--- config.mk ---
export PLATFORM = sky130hd
export DESIGN_NAME = ps2_keyboard_rx
export DESIGN_NICKNAME = d
export VERILOG_FILES = /design/src/rtl/ps2_keyboard_rx.sv
export SDC_FILE = /design/constraint.sdc
export NUM_CORES = 1
export LEC_CHECK = 0
export CORE_MARGIN = 5
export CORE_UTILIZATION = 45
export DETAILED_ROUTE_END_ITERATION = 7
export DONT_BUFFER_PORTS = 1
export PLACE_DENSITY_LB_ADDON = 0.3
export SLEW_MARGIN = 20
export SYNTH_ARGS = -nofsm -noshare
export SYNTH_HDL_FRONTEND = slang
export SYNTH_SLANG_ARGS = --single-unit
--- constraint.sdc ---
create_clock -name clk -period 3.1 [get_ports clk]
set_input_delay 0.62 -clock clk [delete_from_list [all_inputs] [get_ports clk]]
set_output_delay 0.62 -clock clk [all_outputs]
set_load 0.01 [all_outputs]
--- src/rtl/ps2_keyboard_rx.sv ---
// ps2_keyboard_rx: system-clocked PS/2 receiver with prefix decode, event FIFO and direction register
module ps2_keyboard_rx #(
  parameter int FILTER_LEN  = 4,
  parameter int TIMEOUT_CYC = 50000,
  parameter int FIFO_DEPTH  = 8,
  parameter int FIFO_AW     = 3
) (
  input  logic       clk,
  input  logic       reset,
  input  logic       ps2_clk,
  input  logic       ps2_data,
  output logic [7:0] evt_code,
  output logic       evt_ext,
  output logic       evt_release,
  output logic       evt_valid,
  input  logic       evt_ready,
  output logic [4:0] direcao,
  output logic       frame_err,
  output logic       overflow
);
  localparam int FW = $clog2(FILTER_LEN + 1);
  localparam int TW = $clog2(TIMEOUT_CYC + 1);
  typedef enum logic [1:0] {IDLE, DATA, PARITY, STOP} state_t;
  state_t state;
  logic [1:0] clk_sync, dat_sync;
  logic filt, filt_q;
  logic [FW-1:0] fcnt;
  logic strobe, bit_in, good;
  logic [2:0] bcnt;
  logic [7:0] shreg;
  logic par;
  logic [TW-1:0] tcnt;
  logic byte_valid, ext_pend, rel_pend;
  logic [9:0] mem [FIFO_DEPTH];
  logic [FIFO_AW-1:0] wp, rp;
  logic [FIFO_AW:0] count;
  logic is_pre, push_req, full, pop, push;
  logic [4:0] dir_map;
  assign strobe = filt_q & ~filt;
  assign bit_in = dat_sync[1];
  assign good = bit_in & ^{shreg, par};
  always_ff @(posedge clk) begin
    if (reset) begin
      clk_sync <= 2'b11;
      dat_sync <= 2'b11;
      filt <= 1'b1;
      filt_q <= 1'b1;
      fcnt <= '0;
    end else begin
      clk_sync <= {clk_sync[0], ps2_clk};
      dat_sync <= {dat_sync[0], ps2_data};
      filt_q <= filt;
      if (clk_sync[1] == filt) fcnt <= '0;
      else if (fcnt == FW'(FILTER_LEN - 1)) begin
        filt <= clk_sync[1];
        fcnt <= '0;
      end else fcnt <= fcnt + 1'b1;
    end
  end
  always_ff @(posedge clk) begin
    if (reset) begin
      state <= IDLE;
      bcnt <= '0;
      shreg <= '0;
      par <= 1'b0;
      tcnt <= '0;
      byte_valid <= 1'b0;
      frame_err <= 1'b0;
    end else begin
      byte_valid <= 1'b0;
      frame_err <= 1'b0;
      tcnt <= (state == IDLE || strobe) ? '0 : tcnt + 1'b1;
      if (state != IDLE && tcnt == TW'(TIMEOUT_CYC)) begin
        state <= IDLE;
        frame_err <= 1'b1;
        tcnt <= '0;
      end else if (strobe) begin
        case (state)
          IDLE: if (!bit_in) begin
            state <= DATA;
            bcnt <= '0;
          end
          DATA: begin
            shreg <= {bit_in, shreg[7:1]};
            bcnt <= bcnt + 1'b1;
            if (bcnt == 3'd7) state <= PARITY;
          end
          PARITY: begin
            par <= bit_in;
            state <= STOP;
          end
          STOP: begin
            state <= IDLE;
            byte_valid <= good;
            frame_err <= ~good;
          end
        endcase
      end
    end
  end
  assign is_pre = shreg == 8'hE0 || shreg == 8'hF0;
  assign push_req = byte_valid && !is_pre;
  assign full = count[FIFO_AW];
  assign evt_valid = count != '0;
  assign pop = evt_valid && evt_ready;
  assign push = push_req && (!full || pop);
  assign {evt_ext, evt_release, evt_code} = evt_valid ? mem[rp] : 10'd0;
  always_comb
    dir_map = (shreg == 8'h75 || shreg == 8'h1D) ? 5'b00010 :
              (shreg == 8'h6B || shreg == 8'h1C) ? 5'b00100 :
              (shreg == 8'h72 || shreg == 8'h1B) ? 5'b01000 :
              (shreg == 8'h74 || shreg == 8'h23) ? 5'b10000 :
              (shreg == 8'h29)                   ? 5'b00111 : direcao;
  always_ff @(posedge clk)
    if (push) mem[wp] <= {ext_pend, rel_pend, shreg};
  always_ff @(posedge clk) begin
    if (reset) begin
      ext_pend <= 1'b0;
      rel_pend <= 1'b0;
      wp <= '0;
      rp <= '0;
      count <= '0;
      direcao <= '0;
      overflow <= 1'b0;
    end else begin
      if (frame_err) begin
        ext_pend <= 1'b0;
        rel_pend <= 1'b0;
      end else if (byte_valid) begin
        ext_pend <= (shreg == 8'hE0) | (is_pre & ext_pend);
        rel_pend <= (shreg == 8'hF0) | (is_pre & rel_pend);
      end
      if (push) wp <= wp + 1'b1;
      if (pop) rp <= rp + 1'b1;
      count <= count + (FIFO_AW + 1)'(push) - (FIFO_AW + 1)'(pop);
      if (push_req && full && !pop) overflow <= 1'b1;
      if (push_req && rel_pend) direcao <= dir_map;
    end
  end
endmodule

==> results of run 1 <==
==> cell usage after synthesis (3+ instances only) <==
cell / instances / area (µm²)
buf_2: 6 / 30.03
ha_1: 17 / 212.7
mux2i_1: 23 / 230.2
nand2_1: 18 / 67.56
nor3b_1: 4 / 30.03
and2_1: 3 / 18.77
edfxtp_1: 80 / 2402
xnor2_1: 14 / 122.6
mux4_2: 20 / 450.4
nand3_1: 9 / 45.04
or3_1: 3 / 18.77
nor3_1: 8 / 40.04
nor4_1: 3 / 18.77
or2_2: 7 / 43.79
nand4_1: 6 / 37.54
a21oi_1: 12 / 60.06
nor2_1: 67 / 251.5
clkbuf_1: 9 / 33.78
inv_1: 20 / 75.07
nand2b_1: 6 / 37.54
nor4b_1: 3 / 26.28
xor2_1: 11 / 96.34
nor2b_1: 4 / 25.02
dfxtp_1: 62 / 1241
nor4bb_1: 4 / 40.04
==> worst max-delay path by stage <==
stage	end	slack (ns)	cells after the start
after floorplan	mem[0][0]	0.33	6
after global placement	count[2]	0.62	14
after detailed placement	count[2]	0.53	11
after CTS	evt_code[2]	0.40	4
after global routing	count[2]	0.31	14
final	evt_code[4]	0.47	4
==> where the power goes <==
group          internal [mW]  total (mW)  leakage [nW]  switching, mW
Sequential              2.02        2.07          1.24         0.0539
Combinational          0.336       0.686         0.895          0.349
Clock                   1.10        1.87         0.260          0.761
==> per-stage QoR <==
stage / total power [mW] / cell area [µm²] / setup slack [ns] / instances
final: 4.623 / 6833 / 0.4667 / 664
after global placement: 2.804 / 6286 / 0.6159 / 632
after floorplan: 2.669 / 6022 / 0.3255 / 458
after detailed placement: 2.821 / 6286 / 0.5282 / 632
after global routing: 4.842 / 6833 / 0.3149 / 664
after CTS: 4.684 / 6833 / 0.3984 / 664
==> final cells by class <==
cell class	instances	area, µm²
fillers	1125	6357
flip-flops and latches	142	3643
multi-input cells	274	2201
clock buffers	19	432.9
well taps	176	220.2
repair buffers	19	142.6
clock inverters	13	113.9
inverters	21	78.83
==> state kept, by name (all words and copies together) (netlist names), 2 cells and up, named ones only <==
register  flops
rp            3
bcnt          3
wp            3
shreg         8
mem          80
tcnt         16
dat_sync      2
direcao       5
state         2
clk_sync      2
count         4
fcnt          3
==> cell usage in the layout, fill, tap and decap left out, types with 4 or more instances in the layout <==
master	netlist	layout
edfxtp_1	80	80
nor2_1	67	67
dfxtp_1	62	62
mux2i_1	23	23
inv_1	20	20
mux4_2	20	20
buf_4	2	19
nand2_1	18	18
ha_1	17	17
clkbuf_16	0	17
xnor2_1	14	14
a21oi_1	12	12
xor2_1	11	11
nand3_1	9	9
nor3_1	8	8
or2_2	7	7
nand2b_1	6	6
nand4_1	6	6
nor2b_1	4	4
nor4bb_1	4	4
inv_6	0	4
==> critical path: stages (launching register included) <==
cell and delay [ns]:
dfxtp_1 0.81, buf_4 0.27, mux4_2 0.29, mux2i_1 0.14, nor2_1 0.09
==> logic make-up after synthesis <==
family                   Yosys count  share of synthesized area [%]
AO/OA/AOI/OAI                     27                          2.951
XOR/XNOR                          28                          4.550
adder cells (fa/ha/maj)           18                          3.864
buffers and inverters             42                          3.137
flip-flops                       142                          60.50
multiplexers                      43                          11.30
AND/OR/NAND/NOR                  158                          13.69
==> routing by layer <==
layer	vias up	global-route usage (%)	share of wire, %
li1	1682	-	-
met1	1695	18.62	45
met2	67	23.54	49
met3	8	3.514	4.9
met4	0	5.804	0.97
met5	-	0	0
==> metrics.md, run 1 <==
| Metric | Value |
|---|---|
| Post-layout nets | `498` |
| Via/cell ratio | `5.199` |
| Htree depth | `4` |
| Hold EP | `bcnt[1]` |
| Final wirelength | `10870 µm` |
| Starting Density | `45.66%` |
| Pwr dens | `676.5 nW/µm²` |
| CTS resizes | `0` |
| Critical Path AT | `2.01 ns` |
| Highest achievable clock rate | `379.8 MHz` |
| Main synth FF type | `edfxtp_1` |
| Die Height | `125.7 µm` |
| Critical R2R Capture | `count[2]` |
| Sequential area share after synthesis | `60.50%` |
| Core area | `13190 µm²` |
| Critical Path Fanout Max | `15` |
| Crit. End Element | `primary output` |
| Hold WS | `0.2791 ns` |
| Hold path depth | `1` |
| Worst-Skew Late Latency | `0.41 ns` |
| #FFs+latches synth | `142` |
| Area Overhead vs Synth | `13.46%` |
| Synth Net Count | `481` |
| Reg2reg path depth | `11` |
| Setup Viol. Count Final | `0` |
| Routed length per instance | `16.38 µm` |
| Critical Path Start Type | `flop` |
| Die area | `15800 µm²` |
| # hold bufs at CTS | `0` |
| N_diodes | `0` |
| Layout cells sized above 1 | `17.21%` |
| Largest net degree at the start of global routing | `40` |
| Global route total overflow | `0` |
| R2R Setup Slk | `0.51 ns` |
| Cells after Synth | `458` |
| Setup TNS | `0 ns` |
| Period minus WS final | `2.633 ns` |
| Initial antenna violation count | `0` |
| Unrepaired setup endpoints after global routing | `no` |
| Min-delay src | `reset` |
| Root buf cell | `clkbuf_16` |
| ANT nets after route | `0` |
| Max Slew Vio Count | `0` |
| Mapped Area | `6022 µm²` |
| Ys Warns | `0` |
| EDFF count, synth | `80` |
| Clock Pin Slew Worst Setup and Hold Paths | `0.06 ns` |
| Final Hold Fails | `0` |
| Tot GR Track Use | `14.43%` |
| Worst slew pin tran | `0.7685 ns` |
| Vias in the first global route | `3445` |
| Reg2reg start | `shreg[0]` |
| PortBufs | `0` |
| Worst Hold Class | `input pin to flop` |
| IR drop worst, VDD | `0.4750 mV` |
| Gp weighted congestion | `0.7392` |
| TritonCTS buffer count | `17` |
| Avg Inst Size Synth | `13.15 µm²` |
| Ys async rst share | `0%` |
| Post-CTS setup buffers | `0` |
| First-pass iteration count of the detailed router | `4` |
| Drt first-iter violations | `297` |
| Die W | `125.7 µm` |
| Final worst-path cycle share | `84.95%` |
| Leak Pwr | `2.397 nW` |
| Max_cap viols | `0` |
| Rows | `42` |
| Status | `completed` |
| Top Ports | `23` |
| Worst Path Required | `2.48 ns` |
| Clock Sinks | `142` |
| Layout Skew | `0.006892 ns` |
| CTS tree | `done` |
| Synth cell types | `54` |
| Vias after detailed routing | `3452` |
| Slew HR | `48.70%` |
| Residual DRC | `0` |
| Final Core Density | `51.80%` |
| Post-DP HPWL | `7073 µm` |
| CTS Buffer Depth | `2` |
| First-pass GRT wire length | `17900 µm` |
| Worst Path Class, Setup | `flop to primary output` |
(Power assumes the default switching activity.)
==> run 2, diff against run 1 <==
==> constraint.sdc (replaced) <==
create_clock -name clk -period 2.3 [get_ports clk]
set_input_delay 0.46 -clock clk [delete_from_list [all_inputs] [get_ports clk]]
set_output_delay 0.46 -clock clk [all_outputs]
set_load 0.01 [all_outputs]
==> run 2 against run 1 <==
Net effect:
- combinational power grew 88%
- via count grew 2.3%
- non-clock buffer count grew 17
- clock skew grew 0.0044 ns
- die area is the same
- global-route usage grew 0.72 points
- cell count grew 2.6%
- clock power grew 49%
- critical path depth grew 9
- register-to-register slack lost 0.46 ns
- clock-buffer cell count grew 5
- flip-flop and latch count is the same
- critical endpoint is now count[1]
==> metrics.md, run 2 (same netlist as run 1, synthesis figures left out) <==
| Metric | Value |
|---|---|
| Worst Hold Class | `input pin to flop` |
| Highest achievable clock rate | `443.8 MHz` |
| Most common cell after layout, fill and taps aside | `edfxtp_1` |
| Final Hold Fails | `0` |
| Reg2reg start | `count[3]` |
| Tot GR Track Use | `15.15%` |
| Metal2 WL | `5924 µm` |
| CTS tree | `done` |
| Layout Skew | `0.01125 ns` |
| PortBufs | `0` |
| Most flops, register | `mem` |
| Final wirelength | `11400 µm` |
| Reg2reg path depth | `13` |
| Setup Viol. Count Final | `0` |
| Area Overhead vs Synth | `19.90%` |
| Die area | `15800 µm²` |
| Vias after detailed routing | `3532` |
| Setup TNS | `0 ns` |
| Critical Path Fanout Max | `2` |
| Critical Path Start Type | `flop` |
| First-pass GRT wire length | `18600 µm` |
| Starting Density | `45.66%` |
| Dpl cells | `643` |
| Htree depth | `4` |
| Gp weighted congestion | `0.7473` |
| Residual DRC | `0` |
| Status | `completed` |
| Global route total overflow | `0` |
| Die Height | `125.7 µm` |
| Max FFs per register | `80` |
| Leak Pwr | `2.564 nW` |
| Biggest regs | `mem x80, tcnt x16, shreg x8` |
| Fill cell total of the finished layout | `1073` |
| ANT nets after route | `0` |
| Worst slew pin tran | `0.5103 ns` |
| Critical R2R Capture | `count[1]` |
| Clock Pin Slew Worst Setup and Hold Paths | `0.06 ns` |
| Period minus WS final | `2.253 ns` |
| Max_cap viols | `0` |
| Wl on met1 | `4832 µm` |
| Rows | `42` |
| Via/cell ratio | `5.186` |
| Final cell count without fillers | `681` |
| Total power | `6.875 mW` |
| Met3 WL | `456 µm` |
| Final worst-path cycle share | `97.97%` |
| Clock Sinks | `142` |
| Pwr dens | `952.1 nW/µm²` |
| Max Slew Vio Count | `0` |
| Slew HR | `65.91%` |
| Initial antenna violation count | `0` |
| Worst Path Required | `2.61 ns` |
| Min-delay src | `reset` |
| Setup crit start | `count[3]` |
| Vias in the first global route | `3717` |
| Top Ports | `23` |
| Unrepaired setup endpoints after global routing | `yes` |
| TritonCTS buffer count | `17` |
| Drt first-iter violations | `197` |
| Worst Path Class, Setup | `flop to flop` |
| Crit path to | `count[1]` |
| Most frequent cells in the layout | `edfxtp_1 (80), nor2_1 (64), dfxtp_1 (57), buf_4 (32), mux2i_1 (21)` |
| CTS Buffer Depth | `2` |
| Post-layout nets | `515` |
| IR drop worst, VDD | `0.5655 mV` |
| Layout cells sized above 1 | `25.54%` |
| Final Core Density | `54.74%` |
| Critical Path AT | `2.57 ns` |
| Root buf cell | `clkbuf_16` |
| First-pass iteration count of the detailed router | `4` |
| Highest routed layer | `met4` |
| Post-DP HPWL | `7301 µm` |
| N_diodes | `0` |
| Die W | `125.7 µm` |
| Largest net degree at the start of global routing | `40` |
| Routed length per instance | `16.74 µm` |
| Core area | `13190 µm²` |
| Crit. End Element | `flop` |
| Worst-Skew Late Latency | `0.42 ns` |
| R2R Setup Slk | `0.05 ns` |
run 2: cell type report:
| cell class | count | area [µm²] | area share, % |
|---|---|---|---|
| clock buffers | 24 | 519.2 | 7.191 |
| clock inverters | 8 | 102.6 | 1.421 |
| inverters | 21 | 81.33 | 1.126 |
| multi-input cells | 274 | 2310 | 31.99 |
| flip-flops and latches | 142 | 3655 | 50.62 |
| well taps | 176 | 220.2 | 3.050 |
| repair buffers | 36 | 332.8 | 4.609 |
run 2: metal layers:
metal	global-route usage [%]	vias to the layer above
met1	17.69	1749
met5	0	-
met2	26.18	54
li1	-	1715
met4	4.656	0
met3	5.504	14
run 2: through the flow:
stage	worst slack (ns)	hold WS [ns]	area, µm²
final	0.04679	0.1125	7221
after global routing	-0.05299	0.09520	7221
after CTS	-0.04222	0.08599	7113
after detailed placement	-0.04276	0.4014	6427
after global placement	0.04719	0.3927	6427
after floorplan	-0.0008424	0.3895	6090
run 2: timing repair:
| action | in CTS | in global routing |
|---|---|---|
| gates resized for setup | 5 | 21 |
| hold buffers | 0 | 0 |
| pin swaps | 2 | 5 |
| setup endpoints to repair | 6 | 12 |
| setup buffers | 3 | 1 |
| cloned | 1 | 1 |
run 2: worst max-delay path, stage by stage (launching register included):
cell,delay [ns]
dfxtp_2,0.31
inv_2,0.07
ha_4,0.13
nor3b_4,0.19
inv_2,0.06
a21o_1,0.19
and2_4,0.15
inv_4,0.06
ha_4,0.19
inv_2,0.06
ha_4,0.12
inv_2,0.04
fa_2,0.56
nor2_2,0.04
run 2: how the worst min path moves through the flow:
| stage | slack, ns | endpoint | cells after the start |
|---|---|---|---|
| 6_report | 0.11 | shreg[5] | 1 |
| 5_1_grt | 0.1 | shreg[5] | 1 |
| 4_1_cts | 0.09 | shreg[5] | 1 |
| 3_5_place_dp | 0.40 | dat_sync[1] | 1 |
| 3_3_place_gp | 0.39 | dat_sync[1] | 1 |
| 2_1_floorplan | 0.39 | clk_sync[1] | 1 |
run 2: where the power goes:
group / total [mW] / internal (mW) / switching [mW]
combinational: 1.29 / 0.694 / 0.594
clock: 2.79 / 1.80 / 0.994
sequential: 2.79 / 2.73 / 0.0677
total: 6.87 / 5.22 / 1.66
==> run 3, diff against run 2 <==
--- a/config.mk
+++ b/config.mk
@@ -7,6 +7,7 @@
 export LEC_CHECK = 0
 export CORE_MARGIN = 5
 export CORE_UTILIZATION = 45
+export CTS_CLUSTER_DIAMETER = 150
 export DETAILED_ROUTE_END_ITERATION = 7
 export DONT_BUFFER_PORTS = 1
 export PLACE_DENSITY_LB_ADDON = 0.3
==> results of run 3 <==
No change in the layout: final DEF, timing and power equal those of run 2.
